[config.mk]
export PLATFORM = sky130hd
export DESIGN_NAME = bayer_mosaic_flat
export DESIGN_NICKNAME = d
export VERILOG_FILES = /design/src/rtl/bayer_mosaic_if.sv /design/src/rtl/bayer_mosaic.sv /design/src/flat_wrapper.sv
export SDC_FILE = /design/constraint.sdc
export NUM_CORES = 1
export LEC_CHECK = 0
export BUFFER_PORTS_ARGS = -buffer_cell sky130_fd_sc_hd__buf_2
export CAP_MARGIN = 10
export CORE_UTILIZATION = 35
export DETAILED_ROUTE_END_ITERATION = 6
export PLACE_DENSITY = 0.61
export SYNTH_ARGS = -nofsm -noshare
export SYNTH_HDL_FRONTEND = slang
export SYNTH_SLANG_ARGS = --single-unit
[constraint.sdc]
create_clock -name clk -period 4.8 [get_ports clk]
set_clock_uncertainty 0.05 [all_clocks]
set_input_delay 0.96 -clock clk [delete_from_list [all_inputs] [get_ports clk]]
set_output_delay 0.96 -clock clk [all_outputs]
set_load 0.03 [all_outputs]
[src/rtl/bayer_mosaic_if.sv]
// Stream bundle for the Bayer re-mosaic block: RGB/meta words in,
// single-channel raw words out, both using the dvi/dtype framing.
`ifndef DTYPE_FRAME_START
`define DTYPE_WIDTH       4
`define DTYPE_FRAME_START 4'h1
`define DTYPE_ROW_START   4'h2
`define DTYPE_ROW_END     4'h3
`define DTYPE_FRAME_END   4'h4
`define DTYPE_PIXEL       4'h5
`endif

interface bayer_mosaic_if #(
   parameter int PIXEL_WIDTH = 10
);
   logic                    dvi;
   logic [`DTYPE_WIDTH-1:0] dtypei;
   logic [PIXEL_WIDTH-1:0]  r;
   logic [PIXEL_WIDTH-1:0]  g;
   logic [PIXEL_WIDTH-1:0]  b;
   logic [15:0]             meta_datai;
   logic                    dvo;
   logic [`DTYPE_WIDTH-1:0] dtypeo;
   logic [15:0]             datao;

   modport master (
      output dvi, dtypei, r, g, b, meta_datai,
      input  dvo, dtypeo, datao
   );

   modport slave (
      input  dvi, dtypei, r, g, b, meta_datai,
      output dvo, dtypeo, datao
   );
endinterface

[src/rtl/bayer_mosaic.sv]
// RGB to Bayer raw re-mosaic with frame geometry measurement and
// sticky protocol error reporting. One cycle latency, no backpressure.
module bayer_mosaic #(
   parameter int PIXEL_WIDTH = 10,
   parameter int DIM_WIDTH   = 16
) (
   input  logic                 clk,
   input  logic                 reset,
   input  logic                 enable,
   input  logic [1:0]           phase,
   bayer_mosaic_if.slave        s,
   output logic [DIM_WIDTH-1:0] num_cols,
   output logic [DIM_WIDTH-1:0] num_rows,
   output logic                 protocol_err
);

   typedef enum logic [1:0] {
      IDLE,
      IN_FRAME,
      IN_ROW
   } state_e;

   state_e                  state_q;
   logic [1:0]              phase_q;
   logic                    row_par_q;
   logic                    col_par_q;
   logic [DIM_WIDTH-1:0]    row_cnt_q;
   logic [DIM_WIDTH-1:0]    col_cnt_q;
   logic [DIM_WIDTH-1:0]    num_cols_q;
   logic [DIM_WIDTH-1:0]    num_rows_q;
   logic                    err_q;
   logic                    dvo_q;
   logic [`DTYPE_WIDTH-1:0] dtypeo_q;
   logic [15:0]             datao_q;

   logic                    is_fs;
   logic                    is_rs;
   logic                    is_re;
   logic                    is_fe;
   logic                    is_px;
   logic [1:0]              idx_d;
   logic [PIXEL_WIDTH-1:0]  pix_d;
   logic [15:0]             dat_d;
   logic                    fwd_d;

   function automatic logic [DIM_WIDTH-1:0] sat_inc(
      input logic [DIM_WIDTH-1:0] v
   );
      return (&v) ? v : v + 1'b1;
   endfunction

   assign is_fs = s.dtypei == `DTYPE_FRAME_START;
   assign is_rs = s.dtypei == `DTYPE_ROW_START;
   assign is_re = s.dtypei == `DTYPE_ROW_END;
   assign is_fe = s.dtypei == `DTYPE_FRAME_END;
   assign is_px = s.dtypei == `DTYPE_PIXEL;

   always_comb begin
      idx_d = phase_q ^ {row_par_q, col_par_q};
      pix_d = s.g;
      unique case (idx_d)
         2'd0:    pix_d = s.r;
         2'd3:    pix_d = s.b;
         default: pix_d = s.g;
      endcase
      dat_d = is_px ? 16'(pix_d) : s.meta_datai;
   end

   // Stray pixels outside a row are the only in-frame words not forwarded
   always_comb begin
      fwd_d = 1'b0;
      if (s.dvi) begin
         if (is_fs)
            fwd_d = enable;
         else if (state_q == IN_FRAME)
            fwd_d = !is_px;
         else if (state_q == IN_ROW)
            fwd_d = 1'b1;
      end
   end

   always_ff @(posedge clk) begin
      if (reset) begin
         state_q    <= IDLE;
         phase_q    <= 2'd0;
         row_par_q  <= 1'b0;
         col_par_q  <= 1'b0;
         row_cnt_q  <= '0;
         col_cnt_q  <= '0;
         num_cols_q <= '0;
         num_rows_q <= '0;
         err_q      <= 1'b0;
         dvo_q      <= 1'b0;
         dtypeo_q   <= '0;
         datao_q    <= '0;
      end else begin
         dvo_q <= fwd_d;
         if (fwd_d) begin
            dtypeo_q <= s.dtypei;
            datao_q  <= dat_d;
         end
         if (s.dvi && is_fs) begin
            // A restart flags an error even when it is accepted
            if (state_q != IDLE)
               err_q <= 1'b1;
            else if (enable)
               err_q <= 1'b0;
            if (enable) begin
               state_q   <= IN_FRAME;
               phase_q   <= phase;
               row_par_q <= 1'b0;
               row_cnt_q <= '0;
            end else begin
               state_q <= IDLE;
            end
         end else if (s.dvi) begin
            unique case (state_q)
               IN_FRAME: begin
                  if (is_rs) begin
                     state_q   <= IN_ROW;
                     col_par_q <= 1'b0;
                     col_cnt_q <= '0;
                  end else if (is_fe) begin
                     state_q    <= IDLE;
                     num_rows_q <= row_cnt_q;
                  end else if (is_px) begin
                     err_q <= 1'b1;
                  end
               end
               IN_ROW: begin
                  if (is_px) begin
                     col_par_q <= ~col_par_q;
                     col_cnt_q <= sat_inc(col_cnt_q);
                  end else if (is_re) begin
                     state_q    <= IN_FRAME;
                     row_par_q  <= ~row_par_q;
                     row_cnt_q  <= sat_inc(row_cnt_q);
                     num_cols_q <= col_cnt_q;
                     if (row_cnt_q != '0 && col_cnt_q != num_cols_q)
                        err_q <= 1'b1;
                  end else if (is_fe) begin
                     state_q    <= IDLE;
                     err_q      <= 1'b1;
                     row_cnt_q  <= sat_inc(row_cnt_q);
                     num_rows_q <= sat_inc(row_cnt_q);
                  end
               end
               default: ;
            endcase
         end
      end
   end

   assign s.dvo        = dvo_q;
   assign s.dtypeo     = dtypeo_q;
   assign s.datao      = datao_q;
   assign num_cols     = num_cols_q;
   assign num_rows     = num_rows_q;
   assign protocol_err = err_q;

endmodule

[src/flat_wrapper.sv]
// flat-port wrapper written by rule: the top's interface ports become plain ports
module bayer_mosaic_flat 
#(
   parameter int PIXEL_WIDTH = 10,
   parameter int DIM_WIDTH   = 16
)
  (clk, reset, enable, phase, num_cols, num_rows, protocol_err, s_dvi, s_dtypei, s_r, s_g, s_b, s_meta_datai, s_dvo, s_dtypeo, s_datao);
  bayer_mosaic_if #(.PIXEL_WIDTH(PIXEL_WIDTH)) s_i ();
  input  logic clk;
  input  logic reset;
  input  logic enable;
  input  logic [1:0] phase;
  output logic [DIM_WIDTH-1:0] num_cols;
  output logic [DIM_WIDTH-1:0] num_rows;
  output logic protocol_err;
  input wire logic [$bits(s_i.dvi)-1:0] s_dvi;
  input wire logic [$bits(s_i.dtypei)-1:0] s_dtypei;
  input wire logic [$bits(s_i.r)-1:0] s_r;
  input wire logic [$bits(s_i.g)-1:0] s_g;
  input wire logic [$bits(s_i.b)-1:0] s_b;
  input wire logic [$bits(s_i.meta_datai)-1:0] s_meta_datai;
  output wire logic [$bits(s_i.dvo)-1:0] s_dvo;
  output wire logic [$bits(s_i.dtypeo)-1:0] s_dtypeo;
  output wire logic [$bits(s_i.datao)-1:0] s_datao;
  assign s_i.dvi = s_dvi;
  assign s_i.dtypei = s_dtypei;
  assign s_i.r = s_r;
  assign s_i.g = s_g;
  assign s_i.b = s_b;
  assign s_i.meta_datai = s_meta_datai;
  assign s_dvo = s_i.dvo;
  assign s_dtypeo = s_i.dtypeo;
  assign s_datao = s_i.datao;
  bayer_mosaic #(.PIXEL_WIDTH(PIXEL_WIDTH), .DIM_WIDTH(DIM_WIDTH)) u_core (.clk(clk), .reset(reset), .enable(enable), .phase(phase), .s(s_i), .num_cols(num_cols), .num_rows(num_rows), .protocol_err(protocol_err));
endmodule
# Word-level counts from Yosys, hierarchy flattened
# Index checks and enable logic that the tools add are counted.
# W data, S select, Z words.
[classes]
addsub = 2
n_mux = 51
n_eq_ne = 26
bitwise_logic = 5
reduce_logical = 23
[ops]
columns = ["op", "n"]
rows = [
  ["$mux W16", 16],
  ["$pmux W16 S2", 2],
  ["$add A16 B1 Y16 const B", 2],
  ["$reduce_and A16 Y1", 2],
  ["$mux W1", 23],
  ["$pmux W10 S2", 1],
  ["$reduce_and A5 Y1", 4],
  ["$ne A16 B16 Y1", 1],
  ["$reduce_bool A16 Y1", 1],
  ["$mux W2", 6],
  ["$ne A2 B2 Y1 const B", 6],
  ["$ne A3 B3 Y1 const B", 4],
  ["$reduce_bool A2 Y1", 5],
  ["$reduce_and A9 Y1", 1],
  ["$eq A4 B2 Y1 const B", 2],
  ["$eq A4 B3 Y1 const B", 2],
  ["$ne A2 B1 Y1 const B", 4],
  ["$reduce_and A8 Y1", 1],
  ["$reduce_and A6 Y1", 1],
  ["$reduce_bool A3 Y1", 2],
  ["$eq A2 B2 Y1 const B", 2],
  ["$eq A4 B1 Y1 const B", 1],
  ["$ne A4 B2 Y1 const B", 1],
  ["$ne A4 B4 Y1 const B", 1],
  ["11 further kinds", 16],
]
[word_totals]
ff_bits = 92
input_bits = 56
word_cells = 119
out_inout_bits = 54

# Logic depth before layout (Yosys ltp)
[logic_depth]
depth_word = 8
ltp_mapped = 9
ltp_nobuf = 7

# Least setup slack after synthesis
# No wires, ideal clock.
[synth_timing]
kind = "input -> register"
from = "input port s_dtypei[1]"
to = "register u_core.col_cnt_q[6]"
t_arrival_ns = 2.784
slack_ns = 1.906
n_path_buf = 3
setup_time_ns = 0.059
stages = 8
t_required_ns = 4.691
cell_sequence = "buf_6 or4b_1 buf_2 and3_4 buf_6 a21o_1 or4_1 nand2_1"
[synth_via]
elab_chain_len = 4
elab_cells_between_ends = 8
classes_between = "eq/ne: 5; bitwise: 1; reduce/logical: 2"
[synth_lines]
columns = ["item", "line", "rtl"]
rows = [
  ["from (decl)", "flat_wrapper.sv:17", "input wire logic [$bits(s_i.dtypei)-1:0] s_dtypei;"],
  ["parallel branches: the longest is 3 deep, another holds $eq A4 B2 Y1", "-", ""],
  ["$reduce_and A6 Y1 (no source line) *", "-", ""],
  ["to (signal assigned)", "bayer_mosaic.sv:133", "col_cnt_q <= sat_inc(col_cnt_q);"],
  ["to (decl)", "bayer_mosaic.sv:28", "logic [DIM_WIDTH-1:0] col_cnt_q;"],
]
# Every way passes the cells marked *.
# A chain may end at the register's enable or synchronous reset.

# Worst setup path after layout
[layout_timing]
from = "register u_core.state_q[0]"
to = "register u_core.col_cnt_q[11]"
[layout_via]
elab_chain_len = 3
elab_cells_between_ends = 8
classes_between = "eq/ne: 5; mux: 1; reduce/logical: 2"
[layout_lines]
columns = ["item", "line", "rtl"]
rows = [
  ["from (decl)", "bayer_mosaic.sv:23", "state_e state_q;"],
  ["from (signal assigned)", "bayer_mosaic.sv:84", "state_q <= IDLE;"],
  ["from (signal assigned)", "bayer_mosaic.sv:109", "state_q <= IN_FRAME;"],
  ["from (signal assigned)", "bayer_mosaic.sv:114", "state_q <= IDLE;"],
  ["$eq A2 B1 Y1 / $eq A2 B2 Y1 (equally long branches)", "bayer_mosaic.sv:117", "unique case (state_q)"],
  ["$ne A2 B1 Y1 (no source line), or another cell as far along", "-", ""],
  ["$reduce_and A6 Y1 (no source line)", "-", ""],
]
# Parallel ways exist; a longest one is shown, timed or not.

==> impl_results.md <==
* Crit Path Category: reg -> reg
* WP data required at 4.97 ns
* Avg Synthesized Cell Area at between 8 and 9 um2
* Dpl cell area at 5720 um2
* Register area share after synthesis at 36.0%
* Setup_tns at 0 ns
* Largest net degree at the start of global routing at between 50 and 60
* Resized Gates After CTS at 0
* Total of warnings raised by yosys at 0
* Clk slew on worst S/H paths at 0.07 ns
* Pre-CTS setup slack at roughly 1.5 ns
* Slew Viols, Final at 0
* Synth cell types at 65
* DRT Pass-1 Iters at 5
* Gr usage total at just under 20%
* Final period util at ~64%
* Max Fanout on Critical Path at 16
* WL final at 14400 um
* Seq cells post-synth at 92
* Area occupied by multi-input gates at 3020 um2
* Max Cap Viol at 0
* Row cnt at 43
* Period minus WS final at 3.05 ns
* RSZ-0062 raised after global routing: no
* Cell Area, Synth at 5110 um2
* F_max at 0.328 GHz
* Max VDD drop at 0.156 mV
* Core area at 14000 um2
* DR vias/cell at 5.61
* Routability cong. at 0.863
* Fillers at 1379
* # diodes at 0
* Clock sink count at 92
* Mapped Cells at around 610
* Cts hold-fix bufs at 0
* Critical Path AT at 3.22 ns
* Root buffer cell: clkbuf_16
* IO buf count at between 100 and 150
* First-pass GRT wire length at between 20000 and 25000 um
* Starting Density at between 30% and 40%
* Worst-path cell chain: inv_1 > ha_1 > buf_4 > and4_1 > nor4b_2 > and2_1 > or4_1 > a21oi_1
* Buffers & Inverters on Critical Path at 2
* Post-synth EDFFs at 0
* Later-pin clock latency in the skew report at 0.35 ns
* # H-tree levels at 3
* Total gr overflow at 0
* FF/Latch Area at 1840 um2
* Dpl hpwl at 10300 um
* Antenna viol nets, final at 0
* Routed len/inst at 16.5 um
* Max incr delay on CP at 0.62 ns
* Slew HR at a little over a quarter
* Setup slack after layout at 1.75 ns
* DRC at 0
* P_leak at 2.46 nW
* Syn Nets at approximately 680
* Share of layout cells above drive strength 1 at 20.1%
* CTS buffer count at 9
* Pwr Density at 268 nW/um2
* CTS tree: done
* Via count at 4900
* Syn-to-layout area delta at 17.4%
* Clk buf depth at 2
* Setup violators final at 0
* Slowest CP cell: nor4b_2
* Io pins at 110
* Crit path capture type: flip-flop
* Die Y at 123 um
* Top_reg_cell synth: dfxtp_1
* Status: finished clean
* Post-CTS Repair Setup Buffers at 0
* Design Area, Final at 6000 um2
* Worst-margin pin slew at 1.10 ns
* Final nets at between 700 and 800
* Die W at 123 um
* Setup crit start kind: flip-flop
* Die footprint at 15100 um2
* Worst hold path class: reg -> reg
* Post-synth ARST share at 0%
* Crit path max-delay family: simple AND/OR/NAND/NOR gates
* Initial antenna violation count at 0
* DRT iter0 DRCs at 321
* Vias in the first global route at 4499
* Hold Fails Final Rpt at 0
==> registers in the layout, indices dropped and copies added, names as in the netlist, 2 cells and up <==
signal and flops:
u_core.s.datao 16, u_core.col_cnt_q 16, u_core.s.dtypeo 4, u_core.num_rows 16, u_core.num_cols 16, u_core.state_q 2
u_core.phase_q 2, u_core.row_cnt_q 16
==> tightest hold or removal path, cell delays in order (launching register included) <==
cell,delay (ns)
dfxtp_1,0.31
nand2_1,0.05
a21oi_1,0.05
==> routing by layer <==
layer  global-route usage, %  vias to the layer above  routed length (um)
li1                        -                     2431                   -
met1                    27.7                     2330                6790
met2                    30.1                      121                6660
met3                    4.14                       18                 674
met4                    6.63                        0                 250
met5                       0                        -                   0
==> cell type report <==
type                            instances  area share [%]
Multi-Input combinational cell        460            50.4
Sequential cell                        92            30.7
Timing Repair Buffer                  114            9.72
Clock buffer                           11            4.05
Tap cell                              180            3.75
Clock inverter                          5           0.709
Inverter                               11           0.688
==> power breakdown <==
part	internal (mW)	total (mW)	switching [mW]	leakage, nW
clock	0.372	0.690	0.318	0.137
combinational	0.0528	0.139	0.0858	1.58
sequential	0.773	0.779	0.00574	0.742
==> logic make-up (layout without fill, tap and decap cells) <==
kind of cell,count (synthesis),count (layout),synth area share [%]
AND/OR/NAND/NOR,228,228,23.9
AO/OA/AOI/OAI,164,164,22.3
flip-flops,92,92,36.0
buffers and inverters,60,141,4.85
XOR/XNOR,31,31,5.31
multiplexers,29,29,5.68
adder cells (fa/ha/maj),8,8,1.96
==> placed cells by master (no fill, tap or decap), types with 8 or more instances in the layout <==
cell type  instances
o31ai_1           10
inv_1             11
mux2i_1           29
a21o_1             8
o21ai_0           12
buf_2            109
clkbuf_16          9
nand3_1           16
a211oi_1          28
nor2_1            71
a21oi_1           41
dfxtp_1           92
o211ai_1           8
nor2b_1           14
xor2_1            24
nor3_1            16
a221oi_1          10
ha_1               8
and2_1            11
nor4_1            11
nand2_1           32
or4_1              9
==> metrics by stage <==
step           utilization, %  cells  total power [mW]  hold slack (ns)
5_1_grt                  42.7    873              1.68            0.445
3_5_place_dp             40.7    857             0.934            0.395
3_3_place_gp             40.7    857             0.932            0.391
2_1_floorplan               -    612             0.886            0.398
4_1_cts                  42.7    873              1.63            0.403
6_report                 42.7    873              1.61            0.399
==> final timing paths <==
path | start | to | slack (ns) | depth (start not counted)
setup / recovery | u_core.state_q[0]$_SDFFE_PP0P_ | u_core.col_cnt_q[11]$_SDFFE_PP0P_ | 1.75 | 8
hold / removal | u_core.num_rows[12]$_SDFFE_PP0P_ | u_core.num_rows[12]$_SDFFE_PP0P_ | 0.40 | 2
setup reg to reg | u_core.state_q[0]$_SDFFE_PP0P_ | u_core.col_cnt_q[11]$_SDFFE_PP0P_ | 1.75 | 8
hold reg to reg | u_core.num_rows[12]$_SDFFE_PP0P_ | u_core.num_rows[12]$_SDFFE_PP0P_ | 0.40 | 2
==> synth_stat cells (5+ instances only) <==
master    number  share of area (%)
nor3_1        16                1.6
or3_1          5               0.61
and2_1        11                1.3
a22o_1         5               0.86
nor4_1        11                1.3
nor2_1        71                5.2
or4_1          9                1.3
clkbuf_1      39                2.9
a311oi_1       6                1.0
and3_1         7               0.86
nand4_1        7               0.86
a211oi_1      28                4.1
a31oi_1        5               0.61
dfxtp_1       92                 36
o31ai_1       10                1.5
mux2i_1       29                5.7
ha_1           8                2.0
o21ai_0       12                1.2
nor2b_1       14                1.7
buf_2          6               0.59
a21oi_1       41                4.0
inv_1         11               0.81
o22ai_1        5               0.61
a21o_1         8                1.2
xnor2_1        7                1.2
and4_1         6                1.0
o211ai_1       8                1.2
xor2_1        24                4.1
nand2_1       32                2.4
a221oi_1      10                1.7
nand3_1       16                1.6
Note: power is estimated with default switching activity, not from simulation.
